<file path="config.mk">
export PLATFORM = sky130hd
export DESIGN_NAME = dice_roll_arbiter
export DESIGN_NICKNAME = d
export VERILOG_FILES = /design/src/rtl/dice_roll_arbiter.sv
export SDC_FILE = /design/constraint.sdc
export NUM_CORES = 1
export LEC_CHECK = 0
export BUFFER_PORTS_ARGS = -buffer_cell sky130_fd_sc_hd__buf_2
export CAP_MARGIN = 20
export CORE_MARGIN = 4
export CORE_UTILIZATION = 40
export CTS_CLUSTER_SIZE = 16
export DETAILED_ROUTE_END_ITERATION = 16
export PLACE_DENSITY = 0.71
export SLEW_MARGIN = 5
export SYNTH_ARGS = -nofsm -noshare
export SYNTH_HDL_FRONTEND = slang
export SYNTH_SLANG_ARGS = --single-unit
</file>
<file path="constraint.sdc">
create_clock -name clk -period 3.19 [get_ports clk]
set_clock_uncertainty 0.15 [all_clocks]
set_input_delay 0.319 -clock clk [delete_from_list [all_inputs] [get_ports clk]]
set_output_delay 0.319 -clock clk [all_outputs]
set_load 0.01 [all_outputs]
</file>
<file path="src/rtl/dice_roll_arbiter.sv">
// Round-robin arbiter that lends the shared dice-sum counter to one of two players and scores each roll with craps rules.
// Optional WIN_CNT_EN adds saturating per-player win counters (wins0/wins1).
module dice_roll_arbiter #(
  parameter int MIN_ROLL_CYC = 4,
  parameter int MAX_ROLL_CYC = 255,
  parameter int WCNT_W       = 8
) (
  input  logic              clk,
  input  logic              reset_n,
  input  logic [1:0]        roll_btn,
  input  logic [3:0]        dice_sum,
  output logic              cnt_en,
  output logic [1:0]        grant,
  output logic              busy,
  output logic              res_valid,
  output logic              res_player,
  output logic [1:0]        res_code,
  output logic [3:0]        point0,
  output logic [3:0]        point1,
  output logic              err
`ifdef WIN_CNT_EN
  ,
  output logic [WCNT_W-1:0] wins0,
  output logic [WCNT_W-1:0] wins1
`endif
);

  localparam int RCW = $clog2(MAX_ROLL_CYC + 1);
  localparam logic [RCW-1:0] MIN_C = RCW'(MIN_ROLL_CYC);
  localparam logic [RCW-1:0] MAX_C = RCW'(MAX_ROLL_CYC);

  localparam logic [1:0] C_POINT = 2'b00;
  localparam logic [1:0] C_WIN   = 2'b01;
  localparam logic [1:0] C_LOSE  = 2'b10;
  localparam logic [1:0] C_NODEC = 2'b11;

  typedef enum logic [2:0] {S_IDLE, S_ROLL, S_SETTLE, S_EVAL, S_RELEASE} state_t;

  state_t         state_q, state_d;
  logic [1:0]     grant_q, grant_d;
  logic           last_q, last_d;
  logic [RCW-1:0] roll_cnt_q, roll_cnt_d;
  logic [3:0]     point0_q, point0_d, point1_q, point1_d;
  logic [1:0]     res_code_q, res_code_d;
  logic           res_player_q, res_player_d;
  logic           err_q, err_d;

  logic           gidx, btn_g, legal, winner;
  logic [3:0]     cur_pt, new_pt;
  logic [1:0]     code;

  // Craps scoring of the current sum against the granted player's point.
  always_comb begin
    gidx   = grant_q[1];
    btn_g  = roll_btn[gidx];
    cur_pt = gidx ? point1_q : point0_q;
    legal  = (dice_sum >= 4'd2) && (dice_sum <= 4'd12);
    new_pt = cur_pt;
    code   = C_NODEC;
    if (cur_pt == 4'd0) begin
      if (dice_sum == 4'd7 || dice_sum == 4'd11) begin
        code = C_WIN;
      end else if (dice_sum == 4'd2 || dice_sum == 4'd3 || dice_sum == 4'd12) begin
        code = C_LOSE;
      end else begin
        code   = C_POINT;
        new_pt = dice_sum;
      end
    end else if (dice_sum == cur_pt) begin
      code   = C_WIN;
      new_pt = 4'd0;
    end else if (dice_sum == 4'd7) begin
      code   = C_LOSE;
      new_pt = 4'd0;
    end
  end

  always_comb begin
    state_d      = state_q;
    grant_d      = grant_q;
    last_d       = last_q;
    roll_cnt_d   = roll_cnt_q;
    point0_d     = point0_q;
    point1_d     = point1_q;
    res_code_d   = res_code_q;
    res_player_d = res_player_q;
    err_d        = err_q;
    cnt_en       = 1'b0;
    res_valid    = 1'b0;
    winner       = 1'b0;
    case (state_q)
      S_IDLE: begin
        if (roll_btn != 2'b00) begin
          winner     = (roll_btn == 2'b11) ? ~last_q : roll_btn[1];
          grant_d    = winner ? 2'b10 : 2'b01;
          last_d     = winner;
          roll_cnt_d = RCW'(1);
          state_d    = S_ROLL;
        end
      end
      S_ROLL: begin
        cnt_en = 1'b1;
        if ((!btn_g && roll_cnt_q >= MIN_C) || roll_cnt_q == MAX_C) begin
          state_d = S_SETTLE;
        end else begin
          roll_cnt_d = roll_cnt_q + RCW'(1);
        end
      end
      S_SETTLE: state_d = S_EVAL;
      S_EVAL: begin
        state_d = S_RELEASE;
        if (legal) begin
          res_valid    = 1'b1;
          res_code_d   = code;
          res_player_d = gidx;
          if (gidx) point1_d = new_pt;
          else      point0_d = new_pt;
        end else begin
          err_d = 1'b1;
        end
      end
      S_RELEASE: begin
        if (!btn_g) begin
          grant_d = 2'b00;
          state_d = S_IDLE;
        end
      end
      default: state_d = S_IDLE;
    endcase
  end

  always_ff @(posedge clk) begin
    if (!reset_n) begin
      state_q      <= S_IDLE;
      grant_q      <= 2'b00;
      last_q       <= 1'b1;
      roll_cnt_q   <= '0;
      point0_q     <= 4'd0;
      point1_q     <= 4'd0;
      res_code_q   <= 2'b00;
      res_player_q <= 1'b0;
      err_q        <= 1'b0;
    end else begin
      state_q      <= state_d;
      grant_q      <= grant_d;
      last_q       <= last_d;
      roll_cnt_q   <= roll_cnt_d;
      point0_q     <= point0_d;
      point1_q     <= point1_d;
      res_code_q   <= res_code_d;
      res_player_q <= res_player_d;
      err_q        <= err_d;
    end
  end

  // Result fields are live during the EVAL pulse and held afterwards.
  assign res_code   = res_code_d;
  assign res_player = res_player_d;
  assign grant      = grant_q;
  assign busy       = (state_q != S_IDLE);
  assign point0     = point0_q;
  assign point1     = point1_q;
  assign err        = err_q;

`ifdef WIN_CNT_EN
  logic [WCNT_W-1:0] wins0_q, wins0_d, wins1_q, wins1_d;

  always_comb begin
    wins0_d = wins0_q;
    wins1_d = wins1_q;
    if (res_valid && res_code_d == C_WIN) begin
      if (!res_player_d && wins0_q != '1) wins0_d = wins0_q + WCNT_W'(1);
      if ( res_player_d && wins1_q != '1) wins1_d = wins1_q + WCNT_W'(1);
    end
  end

  always_ff @(posedge clk) begin
    if (!reset_n) begin
      wins0_q <= '0;
      wins1_q <= '0;
    end else begin
      wins0_q <= wins0_d;
      wins1_q <= wins1_d;
    end
  end

  assign wins0 = wins0_q;
  assign wins1 = wins1_q;
`endif

endmodule

</file>
==> run metrics, run 1 <==
status completed; count of cell types in the netlist 48; die width 69.0 um; number of H-tree levels 1; Post-CTS Setup Inserts 0; total of max-cap violations 0; Leak 0.641 nW; synthesized area per cell 8.41 um2; DIE AREA 4760 um2; Iter 0 DRT Violations 84; final hold viol count 0; vias in the first global route 1160; Antenna diodes 0; number of port buffers 24; ys async rst share 0%; worst r2r path cells 5; Post-Synth Adder-Cell Area approximately 2.4%; routed vias/inst 5.32; r2r endpoint point0[0]$_SDFFE_PN0P_; largest net degree at the start of global routing 16; CP max FO 11; Startpoint Class register; critical-path cell list mux2i_1, xnor2_1, nor4_4, o311ai_1, nand2_1, buf_2; CTS tree done; post-synthesis xor/xnor area fraction 6.47%; CP max stage delay 590 ps; Gate power share 11.6%; total wire length 3150 um; clock tree buffer depth 2; Root Driver clkbuf_8; Num CTS Buffers 3; DR vias around 1300; CTS hold repair buffers 0; Final ANT Viol Nets 0; mux contribution to synthesized area 4.87%; final instance area 1700 um2; Reg2Reg Setup Slack 1050 ps; clock power share between 30% and 40%; Max Clk Rate 382 MHz; Worst-path clk slew 90 ps; nets@finish 209; first-pass GRT wire length around 5500 um; Int Pwr 0.531 mW; sw frac 23.0%; Placer Congestion slightly above 0.8; Crit. End Element output pin; RSZ-0062 raised after global routing false; WP data arrival between 2000 and 2500 ps; DP Wirelength between 2000 and 2500 um; GRT Residual Overflow 0; Post-synth EDFFs 0; worst hold path stage count 2; worst r2r src grant[1]$_SDFFE_PN0P_; Yosys Warn Count 0; Die H 69.0 um; critical path class register to output pin; Post-Syn Instances 177; Mapped Area 1490 um2; Worst path slowest cell dfxtp_1; maximum vdd drop 0.246 mV; Net Count, Synth approximately 190; hold crit path type primary input to register; CTS sink cnt 26; CP delay by family, top flip-flops; row count 21; placed inst area between 1500 and 2000 um2; first-pass detailed-route iteration total 5; register share of total power 49.4%; Final setup viols 0; PD cells ~410 nW/um2; Compound-Gate Fraction of Synth Area 16.8%; DR WL/cell around 13 um; Worst Max-Slew Pin Slew approximately 640 ps; Rel. slew slack 56.9%; sequential cell area fraction in the yosys report a little over a third; share of layout cells above drive strength 1 approximately 20%; drt drc 0; Hold Path Origin reset_n; CP Data Required Time around 2700 ps; Initial Util 42.9%; post-cts sizing count 0; CP bufs+invs 1; fin crit share between 80 and 90%; top_reg_cell synth dfxtp_1; antenna violations before repair 0; IO Pins 25; main combinational cell family by area after synthesis simple AND/OR/NAND/NOR gates; Total Routing Usage GR 13.6%; Simple-Gate Fraction of Synth Area 29.3%; core footprint 3470 um2; Net Switching 0.158 mW; setup TNS 0 ps; Synth Register Bits 26; crit path time final 2620 ps; hold path endpoint last_q$_SDFFE_PN1P_; max-slew violations 0; Area Growth Syn to Fin 13.9%; Clock Latency Late Sink 270 ps
worst register-to-register path, delay by kind of cell (launching register included):
kind            cells  cell delay (ps)
xor+xnor            1              140
simple gates        2              560
compound gates      1              260
flops               1              590
mux                 1              340
cell usage after synthesis (all sizes together) (3+ instances only):
cell type	number	area, um2
clkbuf	4	15.0
nor4	8	77.6
nand2	17	63.8
nor2	21	81.3
nand3b	3	22.5
a21oi	5	36.3
a31oi	5	31.3
buf	3	27.5
mux2i	5	50.1
nand3	6	30.0
o221a	6	67.6
inv	7	26.3
nand4	3	18.8
xnor2	11	96.3
dfxtp	26	521
o21ai	6	30.0
nor3	13	65.1
power groups by stage:
| stage | clock, mW | sequential [mW] | combinational (mW) |
|---|---|---|---|
| after global placement | 0 | 0.348 | 0.0793 |
| after floorplan | 0 | 0.345 | 0.0623 |
| after detailed placement | 0 | 0.348 | 0.0799 |
| after global routing | 0.289 | 0.342 | 0.0911 |
| final | 0.268 | 0.340 | 0.0801 |
| after CTS | 0.275 | 0.340 | 0.0804 |
flip-flops by register name, indices dropped and copies added, names as in the netlist:
| name | cells |
|---|---|
| roll_cnt_q | 8 |
| point0 | 4 |
| point1 | 4 |
| state_q | 3 |
| grant | 2 |
| res_code_q | 2 |
| err | 1 |
| last_q | 1 |
| res_player_q | 1 |
cell type report:
| type | count | area, um2 |
|---|---|---|
| Clock buffer | 3 | 41.3 |
| Clock inverter | 1 | 30.0 |
| Fill cell | 361 | 1770 |
| Inverter | 9 | 35.0 |
| Multi-Input combinational cell | 135 | 891 |
| Sequential cell | 26 | 520 |
| Tap cell | 46 | 57.6 |
| Timing Repair Buffer | 24 | 120 |
cells in the final DEF (no fill, tap or decap), types with 3 or more instances in the layout:
cell type | Yosys | final
xnor2_1 | 11 | 11
nand2_1 | 17 | 17
o21ai_0 | 4 | 4
nand3_1 | 6 | 6
dfxtp_1 | 26 | 26
a31oi_1 | 5 | 5
a21oi_1 | 4 | 4
nor2_1 | 20 | 20
nor3_1 | 13 | 13
o221a_1 | 6 | 6
nand4_1 | 3 | 3
mux2i_1 | 5 | 5
buf_2 | 1 | 24
clkbuf_8 | 0 | 3
inv_1 | 6 | 6
nor4_1 | 5 | 5
nand3b_1 | 3 | 3
routing by layer:
metal	GRT usage, %	routed length (um)	vias to the layer above
met4	3.90	34	0
met3	2.33	151	2
met5	0	0	-
li1	-	-	687
met1	20.2	1660	577
met2	19.8	1300	33
logic make-up after synthesis:
group                      Yosys count
and+or+nand+nor                     82
muxes                                7
adders and majority gates            3
xor gates and xnor gates            11
DFF                                 26
buffers and inverters               16
AOI/OAI and AO/OA                   32
through the flow:
stage | util, % | hold WS [ps] | worst slack, ps | power (mW) | std cells
finish | 48.9 | 189 | 572 | 0.689 | 244
global route | 48.9 | 212 | 431 | 0.722 | 244
CTS | 48.9 | 178 | 569 | 0.696 | 244
detailed placement | 46.8 | 310 | 861 | 0.428 | 240
global placement | 46.8 | 306 | 933 | 0.427 | 240
floorplan | - | 294 | 1100 | 0.407 | 177
worst max path at each step:
stage,cells past startpoint,slack (ps),end,startpoint
6_report,6,570,res_code[0],grant[1]$_SDFFE_PN0P_
5_1_grt,6,430,res_code[1],grant[1]$_SDFFE_PN0P_
2_1_floorplan,6,1100,res_code[0],grant[1]$_SDFFE_PN0P_
4_1_cts,6,570,res_code[1],grant[1]$_SDFFE_PN0P_
3_3_place_gp,6,930,res_code[0],grant[1]$_SDFFE_PN0P_
3_5_place_dp,6,860,res_code[1],grant[1]$_SDFFE_PN0P_
No activity file was read; power rests on OpenSTA's default activity.
==> run 2: changes to the inputs <==
--- a/config.mk
+++ b/config.mk
@@ -5,13 +5,14 @@
 export SDC_FILE = /design/constraint.sdc
 export NUM_CORES = 1
 export LEC_CHECK = 0
+export ABC_AREA = 1
 export BUFFER_PORTS_ARGS = -buffer_cell sky130_fd_sc_hd__buf_2
 export CAP_MARGIN = 20
 export CORE_MARGIN = 4
 export CORE_UTILIZATION = 40
 export CTS_CLUSTER_SIZE = 16
 export DETAILED_ROUTE_END_ITERATION = 16
-export PLACE_DENSITY = 0.71
+export PLACE_DENSITY = 0.7
 export SLEW_MARGIN = 5
 export SYNTH_ARGS = -nofsm -noshare
 export SYNTH_HDL_FRONTEND = slang
==> constraint.sdc (replaced) <==
create_clock -name clk -period 2.65 [get_ports clk]
set_clock_uncertainty 0.15 [all_clocks]
set_input_delay 0.265 -clock clk [delete_from_list [all_inputs] [get_ports clk]]
set_output_delay 0.265 -clock clk [all_outputs]
set_load 0.01 [all_outputs]
==> run 2 against run 1 <==
Via count grew 30%; routed wire length rose by 21%; setup slack worse by 140 ps; critical path depth up 6; combinational power is 100% higher; sequential cell count did not move; cell area is 13% higher; global-route usage is 2.7 points higher; critical endpoint is now res_code[1].
==> run metrics, run 2 <==
ys async rst share 0%; Synth Register Bits 26; CP Data Required Time 2240 ps; Leak 0.945 nW; fill count 433; Die H 73.4 um; commonest non-fill, non-tap cell in the layout nand2_1; maximum vdd drop ~0.22 mV; Num CTS Buffers 3; IO Pins 25; total wire length 3810 um; CTS tree done; Max Clk Rate 451 MHz; critical path class register to output pin; post-synth top area cell dfxtp_1; core footprint 4060 um2; Int Pwr 0.554 mW; clock power share 28.3%; largest register by flop count roll_cnt_q; ranking of synthesized cells by area dfxtp_1, nand2_1, inv_1; status completed; die width 73.4 um; Crit. End Element output pin; most frequent cell after synthesis nand2_1; antenna violations before repair 0; CTS sink cnt 26; RSZ-0062 raised after global routing false; hold crit path type primary input to register; row count 23; Area Growth Syn to Fin 11.6%; Iter 0 DRT Violations 109; register share of total power 51.3%; WP data arrival 1800 ps; final hold viol count 0; Mapped Area 1710 um2; total of max-cap violations 0; Initial Util 42.2%; Post-synth EDFFs 0; DR WL/cell between 10 and 15 um; share of layout cells above drive strength 1 20.1%; Hold WS 73.3 ps; Gate power share 20.4%; number of port buffers 24; post-cts sizing count 0; DP Wirelength 2890 um; sw frac 30.9%; Final setup viols 0; Yosys Warn Count 0; Final ANT Viol Nets 0; max-slew violations 0; CP max FO 13; largest net degree at the start of global routing 24; DR vias 1689; Startpoint Class register; fin crit share a little over four fifths; Root Driver clkbuf_8; commonest non-fill, non-tap cells in the layout nand2_1, inv_1, nand3_1, dfxtp_1, buf_2; first-pass detailed-route iteration total 4; number of H-tree levels 1; CTS hold repair buffers 0; clock tree buffer depth 2; setup TNS 0 ps; Post-Syn Instances 265; max reg flops 8; Worst Max-Slew Pin Slew 793 ps; top cell type's share of synthesized area 30.4%; Clock Latency Late Sink 270 ps; vias in the first global route between 1500 and 2000; count of cell types in the netlist 32; Net Count, Synth 275; sequential cell area fraction in the yosys report 30.4%; Rel. slew slack between 40% and 50%; Total Routing Usage GR 16.2%; top_reg_cell synth dfxtp_1; Placer Congestion 0.887; GRT Residual Overflow 0; nets@finish 300; Net Switching 0.247 mW; Antenna diodes 0; DIE AREA between 5000 and 6000 um2; synthesized area per cell ~6.5 um2; top cells by count, synth nand2_1, inv_1, nand3_1, dfxtp_1, a21oi_1; drt drc 0; routed vias/inst 5.00; first-pass GRT wire length 6950 um; PD cells 420 nW/um2; Post-CTS Setup Inserts 0; crit path time final 2220 ps; Worst-path clk slew approximately 90 ps
## run 2: cell type report
type	count	area [um2]	area share [%]
Inverter	50	188	9.83
Sequential cell	26	522	27.3
Clock buffer	3	41.3	2.16
Timing Repair Buffer	24	120	6.29
Tap cell	50	62.6	3.28
Multi-Input combinational cell	185	976	51.1
## run 2: critical path: stages, from the launching register on
cell	delay (ps)
dfxtp_2	490
inv_2	140
nand2_1	110
nand2_2	80
nand2_1	60
nand2_1	50
nor2_1	110
nand2_2	100
nand2_1	70
nand3_1	60
nand2_1	90
inv_1	40
buf_2	130
## run 2: stage by stage
step | power (mW) | util (%) | std cells | setup slack (ps) | area (um2)
floorplan | 0.547 | - | 265 | 975 | 1710
global placement | 0.581 | 46.0 | 335 | 597 | 1870
detailed placement | 0.583 | 46.0 | 335 | 556 | 1870
CTS | 0.812 | 47.0 | 338 | 239 | 1910
global route | 0.856 | 47.1 | 338 | 185 | 1910
finish | 0.801 | 47.1 | 338 | 434 | 1910
## run 2: cells by family after synthesis
logic type / count (synthesis) / share of synthesized area, %
XOR/XNOR: 4 / 2.05
flip-flops: 26 / 30.4
adder cells (fa/ha/maj): 2 / 1.46
AO/OA/AOI/OAI: 29 / 9.29
AND/OR/NAND/NOR: 150 / 44.3
buffers and inverters: 54 / 12.5
## run 2: path summary, 6_finish.rpt
path | from | end | slack, ps | cells past startpoint
worst min register to register | grant[0]$_SDFFE_PN0P_ | grant[0]$_SDFFE_PN0P_ | 320 | 2
worst min-delay path | reset_n | last_q$_SDFFE_PN1P_ | 70 | 2
worst max register to register | roll_cnt_q[0]$_SDFFE_PN0P_ | roll_cnt_q[5]$_SDFFE_PN0P_ | 910 | 8
worst max-delay path | grant[1]$_SDFFE_PN0P_ | res_code[1] | 430 | 12
## run 2: power by group through the flow
| stage | combinational, mW | sequential [mW] | clock (mW) |
|---|---|---|---|
| 2_1_floorplan | 0.130 | 0.417 | 0 |
| 3_3_place_gp | 0.162 | 0.420 | 0 |
| 3_5_place_dp | 0.163 | 0.420 | 0 |
| 4_1_cts | 0.163 | 0.411 | 0.238 |
| 5_1_grt | 0.188 | 0.414 | 0.254 |
| 6_report | 0.163 | 0.411 | 0.227 |
## run 2: per-layer routing
| layer | vias up | global-route usage (%) | part of all wire (%) |
|---|---|---|---|
| li1 | 884 | - | - |
| met1 | 742 | 22.3 | 50 |
| met2 | 58 | 25.2 | 40 |
| met3 | 5 | 3.42 | 7.9 |
| met4 | 0 | 5.23 | 1.5 |
| met5 | - | 0 | 0 |
==> run 3: changes to the inputs <==
--- a/config.mk
+++ b/config.mk
@@ -5,14 +5,14 @@
 export SDC_FILE = /design/constraint.sdc
 export NUM_CORES = 1
 export LEC_CHECK = 0
-export ABC_AREA = 1
+export ABC_AREA = 0
 export BUFFER_PORTS_ARGS = -buffer_cell sky130_fd_sc_hd__buf_2
 export CAP_MARGIN = 20
 export CORE_MARGIN = 4
 export CORE_UTILIZATION = 40
 export CTS_CLUSTER_SIZE = 16
 export DETAILED_ROUTE_END_ITERATION = 16
-export PLACE_DENSITY = 0.7
+export PLACE_DENSITY = 0.73
 export SLEW_MARGIN = 5
 export SYNTH_ARGS = -nofsm -noshare
 export SYNTH_HDL_FRONTEND = slang
==> constraint.sdc (replaced) <==
create_clock -name clk -period 1.85 [get_ports clk]
set_clock_uncertainty 0.15 [all_clocks]
set_input_delay 0.185 -clock clk [delete_from_list [all_inputs] [get_ports clk]]
set_output_delay 0.185 -clock clk [all_outputs]
set_load 0.01 [all_outputs]
==> run 3 against run 2 <==
The run now ends with setup timing left; sequential share of layout area shrank 2.5 points; routed wire length rose by 2.9%; via count fell by 10%; sequential cell count stayed put; register-to-register slack lost 1200 ps; non-clock buffer count up 38; sequential power up 43%; final cell count down 17%; utilization up 14 points; cell area is 11% higher; power grew 43%.
==> run metrics, run 3 (synthesis results as in run 1) <==
clock tree buffer depth 2; status finished, violations left; DR vias approximately 1500; PD cells about 540 nW/um2; r2r endpoint point0[1]$_SDFFE_PN0P_; WP data arrival 1860 ps; total wire length between 3000 and 4000 um; total of max-cap violations 0; first-pass GRT wire length 6440 um; max reg flops 8; Final ANT Viol Nets 0; Final Util 61.1%; Non-Filler Instances 282; Die H 69.0 um; fin crit share 118%; critical path class register to output pin; Hold WS 94.7 ps; Leak 0.866 nW; fill count a little over 300; DR WL/cell 13.9 um; largest register by flop count roll_cnt_q; Iter 0 DRT Violations 52; Rel. slew slack roughly 52%; antenna violations before repair 0; CP max FO 6; Antenna diodes 0; maximum vdd drop between 0.2 and 0.25 mV; worst r2r src grant[1]$_SDFFE_PN0P_; CTS tree done; number of H-tree levels 1; worst r2r path cells 7; worst setup path end res_code[1]; Area Growth Syn to Fin 42.3%; Crit. End Element output pin; Max Clk Rate around 460 MHz; Worst-path clk slew 90 ps; Root Driver clkbuf_8; largest net degree at the start of global routing 15; IO Pins 25; Reg2Reg Setup Slack -270 ps; Placed Cells 267; Total Routing Usage GR 15.9%; DP Wirelength about 2700 um; placed inst area 1840 um2; core footprint 3470 um2; row count 21; commonest non-fill, non-tap cell in the layout buf_4; Final setup viols 14; Placer Congestion 0.875; hold crit path type primary input to register; Num CTS Buffers 3; nets@finish roughly 250; DIE AREA 4760 um2; first-pass detailed-route iteration total 4; vias in the first global route 1446; final instance area 2120 um2; Worst Max-Slew Pin Slew 715 ps; die width slightly below 70 um; RSZ-0062 raised after global routing true; GRT Residual Overflow 0; Critical Path Start grant[1]$_SDFFE_PN0P_; failing checks setup timing; Final WS setup -341 ps; share of layout cells above drive strength 1 40.7%; commonest non-fill, non-tap cells in the layout buf_4, buf_2, dfxtp_1, nor2_1, nand2_1; Initial Util 42.9%; Startpoint Class register; final hold viol count 0; routed vias/inst between 5 and 6; number of port buffers 24; Clock Latency Late Sink 260 ps; CP Data Required Time between 1500 and 2000 ps; drt drc 0; max-slew violations 0; CTS sink cnt 26; crit path time final 2190 ps; overall power 1.15 mW
==> run 3: cell types whose count changed in the layout (fill, tap and decap cells not counted), sizes merged, moves of 7 or more <==
| cell | previous run | this run |
|---|---|---|
| inv | 50 | 7 |
| xnor2 | 0 | 11 |
| a21oi | 24 | 5 |
| nor4 | 1 | 8 |
| buf | 24 | 62 |
| nand3 | 33 | 6 |
| nand2 | 78 | 17 |
| nor3 | 4 | 13 |
==> run 3: report_power, final <==
group	leakage [nW]	internal, mW	total (mW)	switching [mW]
registers	0.212	0.571	0.586	0.0154
logic	0.626	0.0926	0.196	0.103
clock network	0.0288	0.190	0.364	0.174
==> run 3: cell type report <==
type                            instances  area (um2)  area share, %
Multi-Input combinational cell        135        1020           48.3
Clock buffer                            4        55.1           2.60
Timing Repair Buffer                   62         420           19.8
Sequential cell                        26         527           24.9
Tap cell                               46        57.6           2.72
Inverter                                9        35.0           1.65
==> run 3: critical path, cell delays in order (launching register included) <==
cell	delay [ps]
dfxtp_4	450
mux2i_4	290
xnor2_2	100
nor4_4	340
or2_1	190
a31oi_2	80
buf_2	140
==> run 3: through the flow <==
step / TNS, ps / setup WS [ps]
after floorplan: 0 / 26.3
after global placement: -277 / -54.5
after detailed placement: -571 / -107
after CTS: -1770 / -316
after global routing: -3480 / -443
final: -2170 / -341
==> run 3: worst min-delay path by stage <==
stage | depth (start not counted) | slack (ps) | startpoint | endpoint
4_1_cts | 2 | 80 | reset_n | last_q$_SDFFE_PN1P_
2_1_floorplan | 2 | 220 | roll_btn[1] | last_q$_SDFFE_PN1P_
3_3_place_gp | 1 | 300 | state_q[2]$_SDFFE_PN0P_ | state_q[1]$_SDFFE_PN0P_
5_1_grt | 2 | 90 | reset_n | last_q$_SDFFE_PN1P_
3_5_place_dp | 2 | 310 | res_code_q[0]$_SDFF_PN0_ | res_code_q[0]$_SDFF_PN0_
6_report | 2 | 90 | reset_n | last_q$_SDFFE_PN1P_
==> run 3: repair_timing <==
item                                    in CTS  in global routing
hold buffers                                 0                  0
gates resized for setup                     13                 14
pin swaps                                   10                 12
endpoints found under the setup margin      16                 22
setup buffers                                9                  2
==> run 3: metal layers <==
| metal | GRT usage, % | wire, um |
|---|---|---|
| met5 | 0 | 0 |
| met4 | 6.29 | 53 |
| met3 | 2.47 | 170 |
| met2 | 25.3 | 1820 |
| met1 | 21.4 | 1880 |
